$ cat config.mk
export PLATFORM = sky130hd
export DESIGN_NAME = scan_pat_engine
export DESIGN_NICKNAME = d
export VERILOG_FILES = /design/src/rtl/scan_pkg.sv /design/src/rtl/scan_cmp.sv /design/src/rtl/scan_pat_engine.sv
export SDC_FILE = /design/constraint.sdc
export NUM_CORES = 1
export LEC_CHECK = 0
export CAP_MARGIN = 20
export CORE_MARGIN = 2
export CORE_UTILIZATION = 50
export DETAILED_ROUTE_END_ITERATION = 10
export HOLD_SLACK_MARGIN = 0.05
export PLACE_DENSITY = 0.8
export SYNTH_ARGS = -nofsm -noshare
export SYNTH_HDL_FRONTEND = slang
export SYNTH_SLANG_ARGS = --single-unit
$ cat constraint.sdc
create_clock -name clk -period 4.37 [get_ports clk]
set_clock_uncertainty 0.15 [all_clocks]
set_input_delay 0.874 -clock clk [delete_from_list [all_inputs] [get_ports clk]]
set_output_delay 0.874 -clock clk [all_outputs]
set_load 0.01 [all_outputs]
$ cat src/rtl/scan_pkg.sv
// Shared state encoding, counter widths and helpers for the scan pattern engine.
package scan_pkg;

  typedef enum logic [2:0] {
    ST_IDLE    = 3'd0,
    ST_LOAD    = 3'd1,
    ST_CAPTURE = 3'd2,
    ST_SHIFT   = 3'd3,
    ST_UNLOAD  = 3'd4,
    ST_DONE    = 3'd5
  } scan_state_e;

  localparam int PAT_W      = 16;
  localparam int VEC_W      = 32;
  localparam int CNT_W      = 16;
  localparam int MAX_NCHAIN = 16;
  localparam logic [CNT_W-1:0] FAIL_SAT = 16'hFFFF;

  function automatic logic [4:0] popcount16(input logic [MAX_NCHAIN-1:0] v);
    logic [4:0] n;
    n = 5'd0;
    for (int i = 0; i < MAX_NCHAIN; i++) begin
      n = n + {4'd0, v[i]};
    end
    return n;
  endfunction

endpackage

$ cat src/rtl/scan_cmp.sv
// Masked scan-out compare with a one-cycle accumulate stage: saturating
// miscompare count plus a first-fail record that later fails never overwrite.
module scan_cmp
  import scan_pkg::*;
#(
  parameter int NCHAIN = 4
) (
  input  logic              clk_i,
  input  logic              rst_i,
  input  logic              clr_i,
  input  logic              cmp_en_i,
  input  logic [NCHAIN-1:0] so_i,
  input  logic [NCHAIN-1:0] exp_i,
  input  logic [NCHAIN-1:0] msk_i,
  input  logic [PAT_W-1:0]  pat_i,
  input  logic [VEC_W-1:0]  vec_i,
  output logic [CNT_W-1:0]  fail_cnt_o,
  output logic [PAT_W-1:0]  ff_pat_o,
  output logic [VEC_W-1:0]  ff_vec_o,
  output logic [NCHAIN-1:0] ff_chain_o,
  output logic              ff_vld_o
);

  logic [NCHAIN-1:0]     miss_s, miss_q;
  logic [MAX_NCHAIN-1:0] miss_ext_s;
  logic [PAT_W-1:0]      mpat_q;
  logic [VEC_W-1:0]      mvec_q;
  logic [CNT_W:0]        sum_s;
  logic [CNT_W-1:0]      fail_cnt_d, fail_cnt_q;
  logic [PAT_W-1:0]      ff_pat_q;
  logic [VEC_W-1:0]      ff_vec_q;
  logic [NCHAIN-1:0]     ff_chain_q;
  logic                  ff_vld_q;

  always_comb begin
    miss_s = cmp_en_i ? ((so_i ^ exp_i) & msk_i) : '0;
    miss_ext_s = '0;
    miss_ext_s[NCHAIN-1:0] = miss_q;
    sum_s = {1'b0, fail_cnt_q} + (CNT_W+1)'(popcount16(miss_ext_s));
    fail_cnt_d = sum_s[CNT_W] ? FAIL_SAT : sum_s[CNT_W-1:0];
  end

  // Stage 1 latches the miss vector with its pattern/vector tags; stage 2 accumulates.
  always_ff @(posedge clk_i) begin
    if (rst_i || clr_i) begin
      miss_q     <= '0;
      mpat_q     <= '0;
      mvec_q     <= '0;
      fail_cnt_q <= '0;
      ff_pat_q   <= '0;
      ff_vec_q   <= '0;
      ff_chain_q <= '0;
      ff_vld_q   <= 1'b0;
    end else begin
      miss_q     <= miss_s;
      mpat_q     <= pat_i;
      mvec_q     <= vec_i;
      fail_cnt_q <= fail_cnt_d;
      if ((miss_q != '0) && !ff_vld_q) begin
        ff_pat_q   <= mpat_q;
        ff_vec_q   <= mvec_q;
        ff_chain_q <= miss_q;
        ff_vld_q   <= 1'b1;
      end else begin
        ff_vld_q   <= ff_vld_q;
      end
    end
  end

  assign fail_cnt_o = fail_cnt_q;
  assign ff_pat_o   = ff_pat_q;
  assign ff_vec_o   = ff_vec_q;
  assign ff_chain_o = ff_chain_q;
  assign ff_vld_o   = ff_vld_q;

endmodule

$ cat src/rtl/scan_pat_engine.sv
// Scan pattern sequencer: load, capture, overlapped shift, final unload, with
// a per-vector stimulus handshake and masked scan-out comparison.
module scan_pat_engine
  import scan_pkg::*;
#(
  parameter int NCHAIN    = 4,
  parameter int CHAIN_LEN = 128,
  parameter int CAP_CYC   = 1
) (
  input  logic              clk,
  input  logic              rst,
  input  logic              start,
  input  logic              abort,
  input  logic [PAT_W-1:0]  num_pat,
  input  logic              stim_valid,
  output logic              stim_ready,
  input  logic [NCHAIN-1:0] stim_si,
  input  logic [NCHAIN-1:0] stim_exp,
  input  logic [NCHAIN-1:0] stim_msk,
  output logic              scan_en,
  output logic              scan_ce,
  output logic [NCHAIN-1:0] scan_si,
  input  logic [NCHAIN-1:0] scan_so,
  output logic              busy,
  output logic              done,
  output logic [PAT_W-1:0]  pat_num,
  output logic [VEC_W-1:0]  vec_num,
  output logic [CNT_W-1:0]  fail_cnt,
  output logic [PAT_W-1:0]  ff_pat,
  output logic [VEC_W-1:0]  ff_vec,
  output logic [NCHAIN-1:0] ff_chain,
  output logic              ff_vld
);

  localparam int BIT_W = $clog2(CHAIN_LEN);

  scan_state_e      state_q, state_d;
  logic [BIT_W-1:0] bit_q, bit_d;
  logic [1:0]       cap_q, cap_d;
  logic [PAT_W-1:0] pat_q, pat_d, npat_q, npat_d;
  logic [VEC_W-1:0] vec_q, vec_d;
  logic [PAT_W:0]   pat_inc_s;
  logic             shift_q, busy_q, done_q;
  logic             shift_st_s, xfer_s, cap_s, scan_ce_s, start_ok_s, clr_s, cmp_en_s;

  // Abort suppresses any transfer or capture in its own cycle.
  always_comb begin
    shift_st_s = (state_q == ST_LOAD) || (state_q == ST_SHIFT) || (state_q == ST_UNLOAD);
    xfer_s     = shift_st_s && stim_valid && !abort;
    cap_s      = (state_q == ST_CAPTURE) && !abort;
    scan_ce_s  = xfer_s || cap_s;
    start_ok_s = start && !abort && ((state_q == ST_IDLE) || (state_q == ST_DONE));
    cmp_en_s   = xfer_s && ((state_q == ST_SHIFT) || (state_q == ST_UNLOAD));
    pat_inc_s  = {1'b0, pat_q} + 17'd1;
  end

  // Next-state and counter update logic.
  always_comb begin
    state_d = state_q;
    bit_d   = bit_q;
    cap_d   = cap_q;
    pat_d   = pat_q;
    vec_d   = vec_q;
    npat_d  = npat_q;
    clr_s   = 1'b0;
    if (abort) begin
      state_d = ST_IDLE;
      bit_d   = '0;
      cap_d   = 2'd0;
    end else if (start_ok_s) begin
      clr_s   = 1'b1;
      npat_d  = num_pat;
      pat_d   = '0;
      vec_d   = '0;
      bit_d   = '0;
      cap_d   = 2'd0;
      state_d = (num_pat == 16'd0) ? ST_DONE : ST_LOAD;
    end else begin
      vec_d = scan_ce_s ? (vec_q + 32'd1) : vec_q;
      if (xfer_s) begin
        if (bit_q == BIT_W'(CHAIN_LEN - 1)) begin
          bit_d   = '0;
          state_d = (state_q == ST_UNLOAD) ? ST_DONE : ST_CAPTURE;
        end else begin
          bit_d = bit_q + BIT_W'(1);
        end
      end else if (cap_s) begin
        if (cap_q == 2'(CAP_CYC - 1)) begin
          cap_d   = 2'd0;
          pat_d   = pat_inc_s[PAT_W-1:0];
          state_d = (pat_inc_s < {1'b0, npat_q}) ? ST_SHIFT : ST_UNLOAD;
        end else begin
          cap_d = cap_q + 2'd1;
        end
      end else begin
        state_d = state_q;
      end
    end
  end

  // FSM state, counters and state-decoded registered outputs.
  always_ff @(posedge clk) begin
    if (rst) begin
      state_q <= ST_IDLE;
      bit_q   <= '0;
      cap_q   <= 2'd0;
      pat_q   <= '0;
      npat_q  <= '0;
      vec_q   <= '0;
      shift_q <= 1'b0;
      busy_q  <= 1'b0;
      done_q  <= 1'b0;
    end else begin
      state_q <= state_d;
      bit_q   <= bit_d;
      cap_q   <= cap_d;
      pat_q   <= pat_d;
      npat_q  <= npat_d;
      vec_q   <= vec_d;
      shift_q <= (state_d == ST_LOAD) || (state_d == ST_SHIFT) || (state_d == ST_UNLOAD);
      busy_q  <= (state_d == ST_LOAD) || (state_d == ST_SHIFT) || (state_d == ST_UNLOAD) ||
                 (state_d == ST_CAPTURE);
      done_q  <= (state_d == ST_DONE);
    end
  end

  assign scan_en    = shift_q;
  assign stim_ready = shift_q;
  assign scan_ce    = scan_ce_s;
  assign scan_si    = (xfer_s && (state_q != ST_UNLOAD)) ? stim_si : '0;
  assign busy       = busy_q;
  assign done       = done_q;
  assign pat_num    = pat_q;
  assign vec_num    = vec_q;

  // The pattern being unloaded is one behind pat_num, which advances at capture end.
  scan_cmp #(.NCHAIN(NCHAIN)) u_cmp (
    .clk_i      (clk),
    .rst_i      (rst),
    .clr_i      (clr_s),
    .cmp_en_i   (cmp_en_s),
    .so_i       (scan_so),
    .exp_i      (stim_exp),
    .msk_i      (stim_msk),
    .pat_i      (pat_q - 16'd1),
    .vec_i      (vec_q),
    .fail_cnt_o (fail_cnt),
    .ff_pat_o   (ff_pat),
    .ff_vec_o   (ff_vec),
    .ff_chain_o (ff_chain),
    .ff_vld_o   (ff_vld)
  );

endmodule

==> results_dict.tcl, run 1 <==
set metrics [dict create \
    portBuffers 162 \
    slew_violations 0 \
    final_cell_mix "dfxtp_1 (200), clkdlybuf4s50_1 (162), nand2_1 (160)" \
    cts_tree "done" \
    numCtsBuffers 17 \
    clkPwrFrac_pct 45.2 \
    holdBufCountCts 0 \
    grt_antenna_before_repair 0 \
    max_slew_margin_pct 33.3 \
    cp_slowest_stage_delay_ns 0.59 \
    required_ns 3.35 \
    grt_pass1_wl_mm 32.9 \
    final_common_cell "dfxtp_1" \
    power.total_mw 3.70 \
    start_kind "input pin" \
    p_leak_nw 4.05 \
    worstPathBufferInverterCount 3 \
    initial_core_util_pct 51.4 \
    clkSinkCount 200 \
    die_h_microns 135 \
    die-area_sq_mm 0.0182 \
    grt_pass1_vias 6786 \
    max_cap_violations 0 \
    cts_max_level 4 \
    fin_setup_tns_ns 0 \
    comb_power_share_pct 4.7 \
    dp_hpwl_mm 14.0 \
    end_kind "primary output" \
    share_seq_of_total_power_pct 50.1 \
    worstMarginPinSlew_ns 1.00 \
    drc 0 \
    ys_seq_area_share_pct 46.7 \
    crit_top_cell "clkdlybuf4s50_1" \
    ys_async_sr_fraction_pct 0 \
    wl_per_cell_microns 14.4 \
    yosys_warnings 0 \
    drtAntennaViolNets 0 \
    nNetsFinal 1221 \
    outcome "finished, final reports clean" \
    synth_nets 1086 \
    period_needed_ns 3.83 \
    die_w_microns 135 \
    synth_cells 1020 \
    path_max_fanout 12 \
    synth.cell_area_sq_mm 0.00858 \
    std_cell_rows 47 \
    internal_power_mw 2.85 \
    diodes 0 \
    drtPass1Iterations 5 \
    synth_cell_type_count 53 \
    cts-resized-gates 0 \
    post_route_cells_drive_above_1_share_pct 5.91 \
    area_delta_synth_final_pct 28.3 \
    gp_congestion 0.864 \
    ir_worst_vdd_mv 0.315 \
    switching_power_uw 852 \
    drt_iter0_markers 436 \
    post_cts_buffers 0 \
    r2r_setup_slack_ns 0.87 \
    finalCritPeriodShare_pct 87.6 \
    fmax_mhz 261 \
    critPathArrivalTime_ns 2.80 \
    grt_use_total_pct 22.2 \
    clk_latency_ns 0.43 \
    switching_share_pct 23.0 \
    clk_path_buf_depth 2 \
    cts-root-buf "clkbuf_16" \
    drt_wl_total_mm 20.0 \
    coreArea_sq_mm 0.0167 \
    powerDensity_mw_per_mm2 336 \
    vias 7367 \
    grt_max_degree 53 \
    hold_violations 0 \
    ios 163 \
    via_per_inst 5.31 \
    finalSetupViolCount 0 \
    hold_path_class "flop to flop" \
    crit_type "input pin to primary output" \
    cp_cell_sequence "clkdlybuf4s50_1 > buf_4 > nor4bb_1 > and2_1 > clkdlybuf4s50_1" \
    critical_path.top_delay_family "buffers and inverters" \
    overflow 0 \
    synthFlopType "dfxtp_1" \
    clkTransAtPathRegs_ns 0.07 \
    rsz0062_at_grt "no" \
    syn_avg_cell_area_sq_um 8.41 \
    synth_edf_count 0 \
    crit_slowest_cell "nor4bb_1" \
    holdWs_ns 0.283 \
    ys_ff_latch 200 \
]
-- worst reg2reg max path, cell delays in order, from the launching register on --
cell and delay, ns:
dfxtp_1 0.60, nand4_1 0.29, nor4_1 0.34, buf_4 0.18, and3_1 0.21, xor2_1 0.22, ha_1 0.30, and3_1 0.20
a221oi_1 0.47, a21oi_1 0.17, o31a_1 0.26
-- stage by stage --
step / worst slack (ns) / area, sq um / utilization, % / cells
after floorplan: 1.24 / 8580 / - / 1020
after global placement: 0.632 / 10300 / 62.0 / 1355
after detailed placement: 0.510 / 10400 / 62.1 / 1356
after CTS: 0.510 / 11000 / 65.9 / 1388
after global routing: 0.370 / 11000 / 65.9 / 1388
final: 0.544 / 11000 / 65.9 / 1388
-- cells by family after synthesis --
kind of cell,synth area share (%)
buffers and inverters,4.99
multiplexers,1.44
AND/OR/NAND/NOR,24.9
adder cells (fa/ha/maj),4.40
AO/OA/AOI/OAI,12.0
XOR/XNOR,5.51
flip-flops,46.7
-- worst paths after layout --
path / startpoint / endpoint / cells after the start
hold reg to reg: u_cmp.mvec_q[6] / u_cmp.ff_vec_o[6] / 2
hold / removal: u_cmp.mvec_q[6] / u_cmp.ff_vec_o[6] / 2
setup / recovery: abort / scan_si[3] / 5
setup reg to reg: pat_num[2] / state_q[2] / 10
-- cells in the mapped netlist (all sizes together) (17+ instances only) --
| cell | count | area share (%) |
|---|---|---|
| clkbuf | 36 | 1.6 |
| xnor2 | 32 | 3.3 |
| dfxtp | 200 | 47 |
| and2 | 33 | 2.4 |
| xor2 | 22 | 2.2 |
| and3 | 17 | 1.2 |
| o21ai | 19 | 1.1 |
| nor3 | 22 | 1.3 |
| nand4 | 17 | 1.4 |
| nand3 | 27 | 1.6 |
| buf | 24 | 1.4 |
| nand2 | 160 | 7.0 |
| inv | 46 | 2.0 |
| nor2 | 99 | 4.3 |
| a21oi | 114 | 6.7 |
| ha | 27 | 3.9 |
-- cell type report --
| cell class | instances | area (sq um) |
|---|---|---|
| Timing Repair Buffer | 176 | 1760 |
| Clock inverter | 15 | 205 |
| Inverter | 46 | 173 |
| Clock buffer | 17 | 425 |
| Multi-Input combinational cell | 714 | 4170 |
| Fill cell | 1438 | 5690 |
| Tap cell | 220 | 275 |
| Sequential cell | 200 | 4000 |
-- power by group through the flow --
stage	Clock (mW)	Sequential, mW	Combinational [mW]
floorplan	0	1.89	0.100
global placement	0	1.90	0.169
detailed placement	0	1.90	0.172
CTS	1.70	1.85	0.174
global route	1.77	1.86	0.192
finish	1.67	1.85	0.173
-- routing by layer --
| layer | part of all wire [%] | track usage, % | up-vias |
|---|---|---|---|
| li1 | - | - | 3726 |
| met1 | 46 | 29.3 | 3416 |
| met2 | 48 | 37.0 | 199 |
| met3 | 3.8 | 3.72 | 26 |
| met4 | 1.9 | 7.93 | 0 |
| met5 | 0 | 0 | - |
-- state kept, by name, indices dropped and copies added (netlist names), 2 cells and up --
signal            cells
u_cmp.mpat_q         16
u_cmp.ff_pat_o       16
bit_q                 7
npat_q               16
u_cmp.mvec_q         32
u_cmp.ff_chain_o      4
u_cmp.fail_cnt_o     16
vec_num              32
u_cmp.ff_vec_o       32
state_q               3
cap_q                 2
u_cmp.miss_q          4
pat_num              16
No activity file was read; power rests on OpenSTA's default activity.
==> inputs of run 2 (changes only) <==
--- a/config.mk
+++ b/config.mk
@@ -8,9 +8,11 @@
 export CAP_MARGIN = 20
 export CORE_MARGIN = 2
 export CORE_UTILIZATION = 50
+export CTS_BUF_LIST = sky130_fd_sc_hd__clkbuf_8 sky130_fd_sc_hd__clkbuf_16
 export DETAILED_ROUTE_END_ITERATION = 10
 export HOLD_SLACK_MARGIN = 0.05
 export PLACE_DENSITY = 0.8
+export SKIP_CTS_REPAIR_TIMING = 1
 export SYNTH_ARGS = -nofsm -noshare
 export SYNTH_HDL_FRONTEND = slang
 export SYNTH_SLANG_ARGS = --single-unit
==> results of run 2 <==
The final DEF is identical to that of run 1; final timing and power are the same.
